===== src/rtl/inst_fetch_aligner.sv =====
// Fetch aligner: word-aligned imem reads into a 3-halfword buffer, emitting one 16- or
// 32-bit instruction per handshake with its PC; handles straddles and halfword redirects.
module inst_fetch_aligner #(
    parameter logic [31:0] RESET_PC = 32'h0000_0000
) (
    input  logic        clk,
    input  logic        rst,
    input  logic        redirect_valid,
    input  logic [31:0] redirect_pc,
    output logic        imem_req,
    output logic [31:0] imem_addr,
    input  logic        imem_rvalid,
    input  logic [31:0] imem_rdata,
    output logic        inst_valid,
    input  logic        inst_ready,
    output logic [31:0] inst_out,
    output logic [31:0] inst_pc,
    output logic        inst_is_c,
    output logic [1:0]  dbg_state,
    output logic [1:0]  dbg_cnt
);

    typedef enum logic [1:0] {
        S_IDLE  = 2'd0,
        S_WAIT  = 2'd1,
        S_FLUSH = 2'd2
    } state_t;

    state_t      state, state_n;
    logic [15:0] hb   [3];
    logic [15:0] hb_n [3];
    logic [1:0]  cnt, cnt_n, cnt_pop;
    logic [31:0] buf_pc, buf_pc_n;
    logic [31:0] fetch_pc, fetch_pc_n;
    logic        drop_lo, drop_lo_n;
    logic        req_n;
    logic [31:0] addr_n;
    logic        hb0_is_c;
    logic        fire;
    logic        accept;

    // Handshake: an instruction transfers on a rising edge where inst_valid && inst_ready.
    // inst_valid never depends on inst_ready, and inst_out/inst_pc/inst_is_c hold steady
    // while inst_valid is high and the transfer has not happened. A redirect in the same
    // cycle cancels the transfer.
    assign hb0_is_c   = (hb[0][1:0] != 2'b11);
    assign inst_valid = ((cnt >= 2'd1) && hb0_is_c) || (cnt >= 2'd2);
    assign inst_is_c  = inst_valid && hb0_is_c;
    assign inst_pc    = buf_pc;
    assign dbg_state  = state;
    assign dbg_cnt    = cnt;

    always_comb begin
        inst_out = 32'h0000_0000;
        if (inst_valid) begin
            if (hb0_is_c) begin
                inst_out = {16'h0000, hb[0]};
            end else begin
                inst_out = {hb[1], hb[0]};
            end
        end
    end

    assign fire   = inst_valid && inst_ready && !redirect_valid;
    assign accept = imem_rvalid && (state == S_WAIT) && !redirect_valid;

    // Fetch sequencer: one request outstanding at most, only while the buffer has room for a word.
    always_comb begin
        state_n = state;
        req_n   = 1'b0;
        addr_n  = imem_addr;
        case (state)
            S_IDLE: begin
                if (!redirect_valid && (cnt <= 2'd1)) begin
                    req_n   = 1'b1;
                    addr_n  = fetch_pc;
                    state_n = S_WAIT;
                end
            end
            S_WAIT: begin
                if (imem_rvalid) begin
                    state_n = S_IDLE;
                end
            end
            S_FLUSH: begin
                if (imem_rvalid) begin
                    state_n = S_IDLE;
                end
            end
            default: state_n = S_IDLE;
        endcase
        if (redirect_valid) begin
            state_n = ((state != S_IDLE) && !imem_rvalid) ? S_FLUSH : S_IDLE;
        end
    end

    // Buffer update: pop the consumed instruction first, then append the returning word.
    always_comb begin
        for (int i = 0; i < 3; i++) begin
            hb_n[i] = hb[i];
        end
        cnt_pop    = cnt;
        cnt_n      = cnt;
        buf_pc_n   = buf_pc;
        fetch_pc_n = fetch_pc;
        drop_lo_n  = drop_lo;
        if (redirect_valid) begin
            cnt_n      = 2'd0;
            fetch_pc_n = {redirect_pc[31:2], 2'b00};
            buf_pc_n   = {redirect_pc[31:1], 1'b0};
            drop_lo_n  = redirect_pc[1];
        end else begin
            if (fire) begin
                if (hb0_is_c) begin
                    hb_n[0]  = hb[1];
                    hb_n[1]  = hb[2];
                    cnt_pop  = cnt - 2'd1;
                    buf_pc_n = buf_pc + 32'd2;
                end else begin
                    hb_n[0]  = hb[2];
                    cnt_pop  = cnt - 2'd2;
                    buf_pc_n = buf_pc + 32'd4;
                end
            end
            cnt_n = cnt_pop;
            if (accept) begin
                for (int i = 0; i < 3; i++) begin
                    if (2'(i) == cnt_pop) begin
                        hb_n[i] = drop_lo ? imem_rdata[31:16] : imem_rdata[15:0];
                    end else if (!drop_lo && (2'(i) == cnt_pop + 2'd1)) begin
                        hb_n[i] = imem_rdata[31:16];
                    end
                end
                cnt_n      = drop_lo ? cnt_pop + 2'd1 : cnt_pop + 2'd2;
                fetch_pc_n = fetch_pc + 32'd4;
                drop_lo_n  = 1'b0;
            end
        end
    end

    always_ff @(posedge clk) begin
        if (rst) begin
            state     <= S_IDLE;
            cnt       <= 2'd0;
            buf_pc    <= RESET_PC;
            fetch_pc  <= {RESET_PC[31:2], 2'b00};
            drop_lo   <= RESET_PC[1];
            imem_req  <= 1'b0;
            imem_addr <= {RESET_PC[31:2], 2'b00};
            for (int i = 0; i < 3; i++) begin
                hb[i] <= 16'h0000;
            end
        end else begin
            state     <= state_n;
            cnt       <= cnt_n;
            buf_pc    <= buf_pc_n;
            fetch_pc  <= fetch_pc_n;
            drop_lo   <= drop_lo_n;
            imem_req  <= req_n;
            imem_addr <= addr_n;
            for (int i = 0; i < 3; i++) begin
                hb[i] <= hb_n[i];
            end
        end
    end

endmodule

===== config.mk =====
export PLATFORM = sky130hd
export DESIGN_NAME = inst_fetch_aligner
export DESIGN_NICKNAME = d
export VERILOG_FILES = /design/src/rtl/inst_fetch_aligner.sv
export SDC_FILE = /design/constraint.sdc
export NUM_CORES = 1
export LEC_CHECK = 0
export ABC_AREA = 1
export CAP_MARGIN = 20
export CORE_MARGIN = 2
export CORE_UTILIZATION = 53
export DETAILED_ROUTE_END_ITERATION = 12
export PLACE_DENSITY = 0.81
export SETUP_SLACK_MARGIN = 0.2
export SLEW_MARGIN = 20
export SYNTH_ARGS = -nofsm -noshare
export SYNTH_HDL_FRONTEND = slang
export SYNTH_SLANG_ARGS = --single-unit

===== constraint.sdc =====
create_clock -name clk -period 2.53 [get_ports clk]
set_input_delay 0.759 -clock clk [delete_from_list [all_inputs] [get_ports clk]]
set_output_delay 0.759 -clock clk [all_outputs]
set_load 0.01 [all_outputs]

# After elaboration in Yosys (flattened, before gate mapping)
# Memory sizes are Yosys's and may differ from the RTL's.
# Cells that the tools add are included.
[classes]
addsub = 7
n_mul = 0
div_mod_pow = 0
order_cmp = 3
n_eq_ne = 9
n_shift = 0
n_mux = 38
bitwise = 4
n_reduce_logical = 26
[ops]
columns = ["operator", "count"]
rows = [
  ["$mux 32", 8],
  ["$mux 16", 12],
  ["$mux 48", 2],
  ["$add 32x3->32 const B", 2],
  ["$add 32x2->32 const B", 1],
  ["$mux 2", 9],
  ["$logic_and 1x1->1", 11],
  ["$logic_not 2->1", 3],
  ["$mux 1", 6],
  ["$reduce_bool 2->1", 3],
  ["$reduce_or 2->1", 3],
  ["$eq 1x2->1 const A", 2],
  ["$eq 2x2->1 const A", 2],
  ["$pmux 2 s2", 1],
  ["$reduce_and 2->1", 2],
  ["$logic_not 1->1", 3],
  ["$ne 3x1->1 const B", 1],
  ["$ne 3x3->1 const B", 1],
  ["$or 1x1->1", 3],
  ["$add 2x1->2 const B", 1],
  ["$add 2x2->2 const B", 1],
  ["$eq 2x1->1 const B", 1],
  ["$eq 2x2->1 const B", 1],
  ["$ge 2x1->1 const B", 1],
  ["7 further kinds", 7],
]
[totals]
regBits = 102
latchBits = 0
ramBits = 48
rom_bits = 0
input_bits = 69
out_inout_bits = 103
word_cells = 97
mem_count = 1
[memory_table]
columns = ["name", "words", "word_bits", "read_ports", "rd_clocked_by_memory_dff", "write_ports", "line", "text"]
rows = [
  ["hb", 3, 16, 3, 0, 3, "30", "logic [15:0] hb [3];"],
]

# Logic depth before layout (Yosys ltp)
# Gate-level depths: netlist (run 1).
[logic_depth]
word_depth = 15
mapped_depth = 17
ltp_nobuf = 16

# Worst setup path before layout (run 1)
# Ideal clock, no wire load.
[synth_timing]
path_type = "register to output"
start = "register cnt[0], in the netlist dbg_cnt[0]"
end = "output port inst_out[10]"
arrival_ns = 1.692
required_ns = 1.771
setup_slack_ns = 0.079
stages_incl_launch_ff = 8
n_path_buf = 1
cell_sequence = "dfxtp_1 inv_1 ha_1 nor2_2 nand2_4 clkinv_1 clkbuf_1 nor2_1"
[synth_via]
elab_chain_cells = 4
[synth_rtl]
columns = ["item", "line", "text"]
rows = [
  ["start: declaration", "32", "logic [1:0] cnt, cnt_n, cnt_pop;"],
  ["start signal: assignment", "155", "cnt <= cnt_n;"],
  ["$ge 2x1->1", "47", "assign inst_valid = ((cnt >= 2'd1) && hb0_is_c) || (cnt >= 2'd2);"],
  ["$logic_and 1x1->1", "47", ""],
  ["$logic_or 1x1->1 (*)", "47", ""],
  ["via inst_valid", "14", "output logic inst_valid,"],
  ["$mux 32 (*)", "55", "if (inst_valid) begin"],
  ["end: declaration", "16", "output logic [31:0] inst_out,"],
]
# The timed path passes the listed nets; every way through them passes the cells marked *.

# Worst setup path in the final report (run 1)
[layout_timing]
start = "register cnt[0], in the netlist dbg_cnt[0]"
end = "output port inst_out[5]"
[layout_via]
elab_chain_cells = 4
[layout_rtl]
columns = ["item", "line"]
rows = [
  ["$ge 2x1->1", "47"],
  ["$logic_and 1x1->1", "47"],
  ["$logic_or 1x1->1 (*)", "47"],
  ["$mux 32 (*)", "55"],
]
# Mark *: on every way between the ends. The rest lies on a longest branch, timed or not.

==> results_dict.tcl, run 1 <==
set metrics [dict create \
    critical_path_class "reg -> out" \
    yosysTopAreaCellShare 0.318 \
    slew_headroom 0.576 \
    crit_chain "inv_4 > ha_4 > nor2_4 > buf_6 > nand2_8 > clkinv_8 > buf_16 > nor2_2 > buf_2" \
    hold_violations 0 \
    vdd_drop_max_mv 0.510 \
    final_util 0.725 \
    wl_um 31200 \
    cts_hold_buf 0 \
    floorplan.initialDensity 0.536 \
    remaining_drc_errors 0 \
    post-route-min-period_ns 2.46 \
    cp_slowest_cell "dfxtp_2" \
    grt_antenna_before_repair 0 \
    cts.sinks 145 \
    setup_viol 0 \
    io_buffers 167 \
    layout_commonest_cell "nand2_1" \
    maxCapViolCount 0 \
    rows 48 \
    cp.arrival_ns 1.70 \
    crit_fanout 7 \
    io-pin-count 172 \
    synth-edff-count 0 \
    grt_usage 0.342 \
    core_area_mm2 0.0171 \
    p_leak_nw 5.11 \
    yosys_most_used_dff "dfxtp_1" \
    gp_congestion 0.931 \
    area_growth_pct 35.4 \
    layout.nets 1726 \
    tightest_slew_ns 0.631 \
    avgSynthCellArea_um2 6.22 \
    antenna_cells 0 \
    fmax_mhz 406 \
    setup_slack_ns 0.0674 \
    htreeDepth 4 \
    layout_common_cells "nand2_1 (398), inv_1 (170), dfxtp_1 (142)" \
    max_stage_delay_ns 0.35 \
    grt_overflow 0 \
    clk_pin_slew_worst_paths_ns 0.07 \
    via_count 10600 \
    drtAntennaViolNets 0 \
    slew_viol_final 0 \
    first_pass_iters 5 \
    clock_path_buffers 2 \
    seq_area_frac_synth 0.318 \
    dp_hpwl_um 22000 \
    synth_cells 1468 \
    timing.final.crit_share 0.973 \
    die_h_um 135 \
    end_kind "primary output" \
    hp-class "reg -> reg" \
    place_ws_ns -0.0765 \
    synth_warnings 0 \
    cp.required_ns 1.77 \
    synthesis.area_mm2 0.00914 \
    ys_top_cells_by_area "dfxtp_1 (32%), nand2_1 (16%), o21ai_0 (7.7%)" \
    cts_tree "yes" \
    via_per_inst 5.63 \
    grt_pass1_vias 9926 \
    async_flop_share 0 \
    synth_seq_cells 145 \
    drive_above_1_share 0.138 \
    fp.dieW_um 135 \
    worstSetupStartpointType "register" \
    synth_cell_types 45 \
    grt_max_degree 38 \
    drt_iter0_drc 906 \
    clock_latency_ns 0.43 \
    fin_skew_ns 0.00885 \
    p_per_area_mw_per_mm2 527 \
    status "complete, no violations" \
    rsz0062_at_grt "yes" \
    die_area_mm2 0.0183 \
    avgRoutedWirePerCell_um 16.5 \
    clock-root-buffer "clkbuf_16" \
    synth_largest_area_cell "dfxtp_1" \
    cts_made_buffers 17 \
    grt_first_pass_wirelength_um 49700 \
]
-- cell type report --
cell class	count	area, µm²
Sequential cell	145	2910
Fill cell	1406	4690
Timing Repair inverter	1	7.51
Timing Repair Buffer	241	2370
Multi-Input combinational cell	1066	5490
Inverter	177	688
Clock inverter	15	190
Tap cell	225	282
Clock buffer	17	425
-- kinds of logic after synthesis --
family                     Yosys count  synth area share
other                                1          0.000411
adders and majority gates            8            0.0110
and+or+nand+nor                    675             0.315
AOI/OAI and AO/OA                  347             0.211
buffers and inverters              259             0.113
xor gates and xnor gates            33            0.0316
DFF                                145             0.318
-- sequential cells by signal, summed over array words and instances (netlist names) --
register and cells:
imem_req 1, fetch_pc 30, inst_pc 31, imem_addr 30, dbg_state 2, hb 48, dbg_cnt 2, drop_lo 1
-- timing repair --
item / CTS / global route
pin swaps: 5 / 2
setup endpoints to repair: 34 / 50
gates cloned: 1 / 1
gates resized for setup: 193 / 50
setup buffers: 5 / 2
-- per-stage QoR --
step                power (mW)  instances  cell area (µm²)  setup TNS (ns)  hold WS [ns]
floorplan                 3.28       1470             9150               0         0.434
global placement          3.86       1846            11400          -0.290         0.448
detailed placement        3.89       1846            11400           -1.74         0.451
CTS                       6.48       1884            12100               0         0.461
global route              6.76       1887            12400         -0.0117         0.483
finish                    6.52       1887            12400               0         0.462
-- power breakdown --
part	switching (mW)	internal, mW
combinational	0.786	0.616
sequential	0.133	2.42
clock	1.22	1.34
total	2.14	4.38
-- layer usage --
layer  share of wire  GRT usage
met1            0.40      0.429
met2            0.47      0.565
met3           0.092     0.0539
met4           0.046      0.181
met5               0          0
-- synth_stat cells (2+ instances only) --
| cell type | n |
|---|---|
| o211ai_1 | 31 |
| buf_4 | 5 |
| nand4_1 | 20 |
| ha_1 | 8 |
| clkbuf_1 | 54 |
| nand2_1 | 398 |
| buf_1 | 5 |
| a21oi_1 | 88 |
| nand3_2 | 3 |
| xor2_1 | 28 |
| nand3_1 | 54 |
| nand3_4 | 2 |
| o21ai_1 | 30 |
| nand3b_1 | 2 |
| o21ai_0 | 140 |
| nand2_2 | 3 |
| inv_1 | 174 |
| nand2_4 | 5 |
| nor2_1 | 133 |
| nor4_1 | 4 |
| buf_2 | 15 |
| buf_6 | 3 |
| nor3_1 | 38 |
| a21oi_2 | 11 |
| xnor2_1 | 5 |
| or2_2 | 7 |
| dfxtp_1 | 145 |
| a31oi_1 | 40 |
-- critical path: cells and delay by family (launching register included) --
family,cells,cell delay (ns)
and+or+nand+nor,3,0.22
DFF,1,0.35
buffers and inverters,5,0.53
adders and majority gates,1,0.16
-- path summary, 6_finish.rpt --
kind | cells after the start | start | slack [ns] | endpoint
max | 9 | dbg_cnt[0]$_SDFF_PP0_ | 0.07 | inst_out[5]
min | 2 | hb[0][47]$_SDFFE_PP0P_ | 0.46 | hb[0][47]$_SDFFE_PP0P_
max reg2reg | 15 | dbg_cnt[0]$_SDFF_PP0_ | 0.31 | hb[0][31]$_SDFFE_PP0N_
min reg2reg | 2 | hb[0][47]$_SDFFE_PP0P_ | 0.46 | hb[0][47]$_SDFFE_PP0P_
Note: power is estimated with default switching activity, not from simulation.
==> inputs of run 2 (changes only) <==
- CTS_CLUSTER_SIZE: unset -> 40
==> results of run 2 <==
The final DEF is identical to that of run 1; final timing and power are the same.
